==> src/rtl/scancode_pkg.sv <==
// Shared scan-code constants, mode encodings and decoder FSM state encodings.
// Pure declarations: no logic, no latency, no flow control.
package scancode_pkg;

    localparam logic [7:0] SC_BREAK   = 8'hF0;
    localparam logic [7:0] SC_EXT     = 8'hE0;

    localparam logic [7:0] KEY_M2_DEF = 8'h1C;
    localparam logic [7:0] KEY_M1_DEF = 8'h3A;
    localparam logic [7:0] KEY_M0_DEF = 8'h32;

    localparam logic [1:0] MODE_0     = 2'b00;
    localparam logic [1:0] MODE_1     = 2'b01;
    localparam logic [1:0] MODE_2     = 2'b10;

    localparam logic [1:0] ST_IDLE    = 2'd0;
    localparam logic [1:0] ST_BRK     = 2'd1;
    localparam logic [1:0] ST_EXT     = 2'd2;
    localparam logic [1:0] ST_EXT_BRK = 2'd3;

endpackage

==> src/rtl/prefix_timer.sv <==
// Loadable down-counter guarding stale scan-code prefixes; expired is combinational from the count.
// Load wins over decrement; the count holds at zero; there is no backpressure.
module prefix_timer #(
    parameter int TO_CYC = 50000,
    parameter int TO_W   = 16
) (
    input  logic clk,
    input  logic rst,
    input  logic load,
    input  logic run,
    output logic expired
);

    localparam logic [TO_W-1:0] RELOAD = TO_W'(TO_CYC - 1);

    logic [TO_W-1:0] cnt_q, cnt_d;

    always_comb begin
        cnt_d = cnt_q;
        if (load) begin
            cnt_d = RELOAD;
        end else if (run && (cnt_q != '0)) begin
            cnt_d = cnt_q - 1'b1;
        end
    end

    always_ff @(posedge clk or posedge rst) begin
        if (rst) begin
            cnt_q <= '0;
        end else begin
            cnt_q <= cnt_d;
        end
    end

    assign expired = run && (cnt_q == '0);

endmodule

==> src/rtl/scancode_mode_decoder.sv <==
// PS/2 scan-code to latched filter mode decoder; outputs registered, valid 1 clock after Listo rises.
// No backpressure: one byte consumed per Listo rising edge. SCAN_EXT_PREFIX_EN enables E0 prefix states.
module scancode_mode_decoder
    import scancode_pkg::*;
#(
    parameter int                DATA_W = 8,
    parameter int                MODE_W = 2,
    parameter logic [DATA_W-1:0] KEY_M2 = DATA_W'(KEY_M2_DEF),
    parameter logic [DATA_W-1:0] KEY_M1 = DATA_W'(KEY_M1_DEF),
    parameter logic [DATA_W-1:0] KEY_M0 = DATA_W'(KEY_M0_DEF),
    parameter int                TO_CYC = 50000,
    parameter int                TO_W   = 16
) (
    input  logic              clk,
    input  logic              rst,
    input  logic [DATA_W-1:0] dato_in,
    input  logic              Listo,
    output logic [MODE_W-1:0] enable,
    output logic              mode_chg,
    output logic              bad_key
);

    logic [1:0]        state_q, state_d;
    logic [MODE_W-1:0] enable_q, enable_d;
    logic              mode_chg_q, mode_chg_d;
    logic              bad_key_q, bad_key_d;
    logic              listo_q;
    logic              byte_stb;
    logic              to_load, to_run, to_expired;
    logic              key_hit;
    logic [MODE_W-1:0] key_mode;

    assign byte_stb = Listo && !listo_q;
    assign to_run   = (state_q != ST_IDLE);

    always_comb begin
        key_hit  = 1'b1;
        key_mode = MODE_W'(MODE_0);
        if (dato_in == KEY_M2) begin
            key_mode = MODE_W'(MODE_2);
        end else if (dato_in == KEY_M1) begin
            key_mode = MODE_W'(MODE_1);
        end else if (dato_in == KEY_M0) begin
            key_mode = MODE_W'(MODE_0);
        end else begin
            key_hit = 1'b0;
        end
    end

    // A consumed byte always outranks a simultaneous timeout.
    always_comb begin
        state_d    = state_q;
        enable_d   = enable_q;
        mode_chg_d = 1'b0;
        bad_key_d  = 1'b0;
        to_load    = 1'b0;
        case (state_q)
            ST_IDLE: begin
                if (byte_stb) begin
                    if (dato_in == DATA_W'(SC_BREAK)) begin
                        state_d = ST_BRK;
                        to_load = 1'b1;
`ifdef SCAN_EXT_PREFIX_EN
                    end else if (dato_in == DATA_W'(SC_EXT)) begin
                        state_d = ST_EXT;
                        to_load = 1'b1;
`endif
                    end else if (key_hit) begin
                        enable_d   = key_mode;
                        mode_chg_d = (key_mode != enable_q);
                    end else begin
                        bad_key_d = 1'b1;
                    end
                end
            end
`ifdef SCAN_EXT_PREFIX_EN
            ST_EXT: begin
                if (byte_stb) begin
                    if (dato_in == DATA_W'(SC_BREAK)) begin
                        state_d = ST_EXT_BRK;
                        to_load = 1'b1;
                    end else begin
                        state_d = ST_IDLE;
                    end
                end else if (to_expired) begin
                    state_d   = ST_IDLE;
                    bad_key_d = 1'b1;
                end
            end
`endif
            default: begin
                if (byte_stb) begin
                    state_d = ST_IDLE;
                end else if (to_expired) begin
                    state_d   = ST_IDLE;
                    bad_key_d = 1'b1;
                end
            end
        endcase
    end

    always_ff @(posedge clk or posedge rst) begin
        if (rst) begin
            state_q    <= ST_IDLE;
            enable_q   <= MODE_W'(MODE_0);
            mode_chg_q <= 1'b0;
            bad_key_q  <= 1'b0;
            listo_q    <= 1'b0;
        end else begin
            state_q    <= state_d;
            enable_q   <= enable_d;
            mode_chg_q <= mode_chg_d;
            bad_key_q  <= bad_key_d;
            listo_q    <= Listo;
        end
    end

    prefix_timer #(
        .TO_CYC (TO_CYC),
        .TO_W   (TO_W)
    ) u_prefix_timer (
        .clk     (clk),
        .rst     (rst),
        .load    (to_load),
        .run     (to_run),
        .expired (to_expired)
    );

    assign enable   = enable_q;
    assign mode_chg = mode_chg_q;
    assign bad_key  = bad_key_q;

endmodule

==> config.mk <==
export PLATFORM = sky130hd
export DESIGN_NAME = scancode_mode_decoder
export DESIGN_NICKNAME = d
export VERILOG_FILES = /design/src/rtl/scancode_pkg.sv /design/src/rtl/prefix_timer.sv /design/src/rtl/scancode_mode_decoder.sv
export SDC_FILE = /design/constraint.sdc
export NUM_CORES = 1
export LEC_CHECK = 0
export CAP_MARGIN = 20
export CORE_MARGIN = 2
export CORE_UTILIZATION = 38
export DETAILED_ROUTE_END_ITERATION = 8
export GPL_ROUTABILITY_DRIVEN = 0
export PLACE_DENSITY = 0.67
export SETUP_SLACK_MARGIN = 0.1
export SYNTH_ARGS = -nofsm -noshare
export SYNTH_HDL_FRONTEND = slang
export SYNTH_SLANG_ARGS = --single-unit
==> constraint.sdc <==
create_clock -name clk -period 1.74 [get_ports clk]
set_input_delay 0.435 -clock clk [delete_from_list [all_inputs] [get_ports clk]]
set_output_delay 0.435 -clock clk [all_outputs]
set_load 0.05 [all_outputs]
==> summary.md <==
| Metric | Value |
|---|---|
| Status | `finished clean` |
| Clk buf depth | `2` |
| Tightest Hold Check Type | `input port to async pin` |
| Initial DRC Count | `41` |
| Final setup vio count | `0` |
| Worst-Margin Slew | `278.6 ps` |
| Final Routed Wirelength | `2930 um` |
| CTS tree | `built` |
| Maximum VDD drop | `237.3 uV` |
| DIE AREA | `around 4000 um^2` |
| Mean Syn Cell Area | `9.899 um^2` |
| Netlist cell types | `48` |
| Setup TNS | `0 ps` |
| Initial core utilization | `40.03%` |
| Most frequent cell after synthesis | `dfrtp_1` |
| Yosys reg bits | `22` |
| Fin crit share | `between 90 and 100%` |
| Core Area | `3363 um^2` |
| DR WL/cell | `13.38 um` |
| DP Area | `1685 um^2` |
| Nets | `between 150 and 200` |
| Crit path arrival time | `1810 ps` |
| Largest cells by area after synthesis | `dfrtp_1 41%, mux2i_1 7.4%, nor2_1 3.3%` |
| Fmax | `0.6263 GHz` |
| H-tree depth | `1` |
| RSZ-0062 raised after global routing | `yes` |
| Yosys synthesis warning count | `0` |
| Post-synthesis sequential area ratio | `~41%` |
| Post-route cell area | `between 1500 and 2000 um^2` |
| Crit Path Class | `register to register` |
| Post-Synthesis Cell Area | `1346 um^2` |
| Post-synth EDFFs | `0` |
| ANT nets after route | `0` |
| Vias per inst | `5.301` |
| Most instantiated cells after synthesis | `22 x dfrtp_1, 12 x nor2_1, 11 x nand2_1, 10 x mux2i_1, 7 x nand3_1` |
| Max-cap viol count | `0` |
| Chip Width | `63.52 um` |
| Final slew viol count | `0` |
| Syn-to-layout area delta | `31.60%` |
| Critical Path Fanout Max | `4` |
| Hold_buf cts | `0` |
| Final Hold Viols | `0` |
| Ys flop type | `dfrtp_1` |
| Port Buffers | `14` |
| CTS buffer count | `3` |
| # diodes | `0` |
| Post-Route Utilization | `approximately 53%` |
| Largest net degree at the start of global routing | `23` |
| CTS clk-pin slew, worst paths | `120 ps` |
| Total gr overflow | `0` |
| Leakage | `roughly 0.80 nW` |
| Cells after Synth | `136` |
| Vias | `~1,200` |
| Final Skew | `between 1 and 1.5 ps` |
| GRT Total Usage | `16.25%` |
| Fin crit period | `~1600 ps` |
| Synth area leader | `dfrtp_1` |
| Root Buffer Master | `clkbuf_4` |
| Share of cells above drive strength 1 | `30.64%` |
| Mapped Nets | `149` |
| Max_slew headroom | `81.19%` |
| Worst skew pair latency | `310 ps` |
| Share of the synthesized area in the top cell type | `a little over 40%` |
| DRC violations left | `0` |
| First-pass GRT wire length | `between 5000 and 6000 um` |
| Hold slack | `approximately 430 ps` |
| First-pass iteration count of the detailed router | `4` |
| Chip height | `63.52 um` |
| Initial antenna violation count | `0` |
| Worst Path Required | `1950 ps` |
| Startpoint Class | `register` |
| Clk sink count | `22` |
| Post-synth ARST share | `100.0%` |
| Row count | `21` |
| Pwr Total | `1.122 mW` |
| Vias in the first global route | `around 1,200` |
| Hpwl dp | `2261 um` |
| CP Capture Type | `register` |
| IO Count | `15` |
| Pwr Density | `633.5 nW/um^2` |
==> timing repair <==
item | in CTS | in global routing
resized for setup | 1 | 11
pin swaps | 2 | 1
buffers inserted | 0 | 1
endpoints found under the setup margin | 3 | 18
endpoints found under the hold margin | 0 | 0
cloned | 0 | 0
==> per-stage QoR <==
stage | instances | setup slack [ps]
finish | 219 | 143.3
global route | 219 | 48.72
CTS | 218 | 108.8
detailed placement | 214 | -344.1
global placement | 214 | -267.0
floorplan | 136 | 198.1
==> power by group <==
group | switching, mW | leakage [nW] | internal [mW]
registers | 0.0392 | 0.233 | 0.551
clock network | 0.162 | 0.0210 | 0.128
logic | 0.118 | 0.543 | 0.124
total | 0.320 | 0.797 | 0.803
==> path summary, 6_finish.rpt <==
path	cells after the start	endpoint	slack (ps)	start
max	4	u_prefix_timer.cnt_q[15]	140	u_prefix_timer.cnt_q[10]
min	3	enable[1]	430	rst
max reg2reg	4	u_prefix_timer.cnt_q[15]	140	u_prefix_timer.cnt_q[10]
min reg2reg	1	u_prefix_timer.cnt_q[4]	570	u_prefix_timer.cnt_q[4]
max in group asynchronous	3	u_prefix_timer.cnt_q[12]	1090	rst
min in group clk	2	listo_q	480	Listo
==> layout make-up <==
cell class / instances / area, um^2
Fill cell: 332 / 1592
Multi-Input combinational cell: 104 / 787.0
Sequential cell: 22 / 550.5
Timing Repair Buffer: 38 / 321.6
Tap cell: 46 / 57.56
Clock buffer: 4 / 36.28
Inverter: 5 / 18.77
==> registers in the layout (all words and copies together) (netlist names) <==
register              flops
bad_key                   1
enable                    2
listo_q                   1
mode_chg                  1
state_q                   1
u_prefix_timer.cnt_q     16
==> worst max-delay path: stages (launching register included) <==
cell     delay [ps]
dfrtp_1         460
or4_1           590
nor3_2          200
and3_2          190
o21ai_1          50
==> per-layer routing <==
metal  vias up  wire length (um)  track usage [%]  part of all wire, %
met5         -                 0                0                    0
met4         0                40            5.978                  1.4
met3         6               100            3.036                  3.4
met2        21              1537            29.21                   52
met1       551              1251            19.04                   43
li1        583                 -                -                    -
==> kinds of logic after synthesis <==
family	synth area share, %
flops	40.89
fa+ha+maj	1.858
buf+inv	3.903
compound gates	13.10
mux	7.435
simple gates	32.81
==> cell usage in the layout (no fill, tap or decap), drive strengths merged, types with 2 or more instances in the layout <==
master / instances
or3b: 2
nand2: 11
clkdlybuf4s50: 9
nor3: 6
nand2b: 4
dfrtp: 22
nor2: 12
nor3b: 2
mux2i: 10
ha: 2
inv: 5
clkbuf: 4
o21ai: 9
and2: 2
buf: 28
nand4: 2
o41ai: 2
a32o: 2
nand3: 8
a21oi: 2
nor4: 5
or4: 2
a31oi: 3
and3: 2
and4bb: 2
Power figures use the tool's default switching activity.
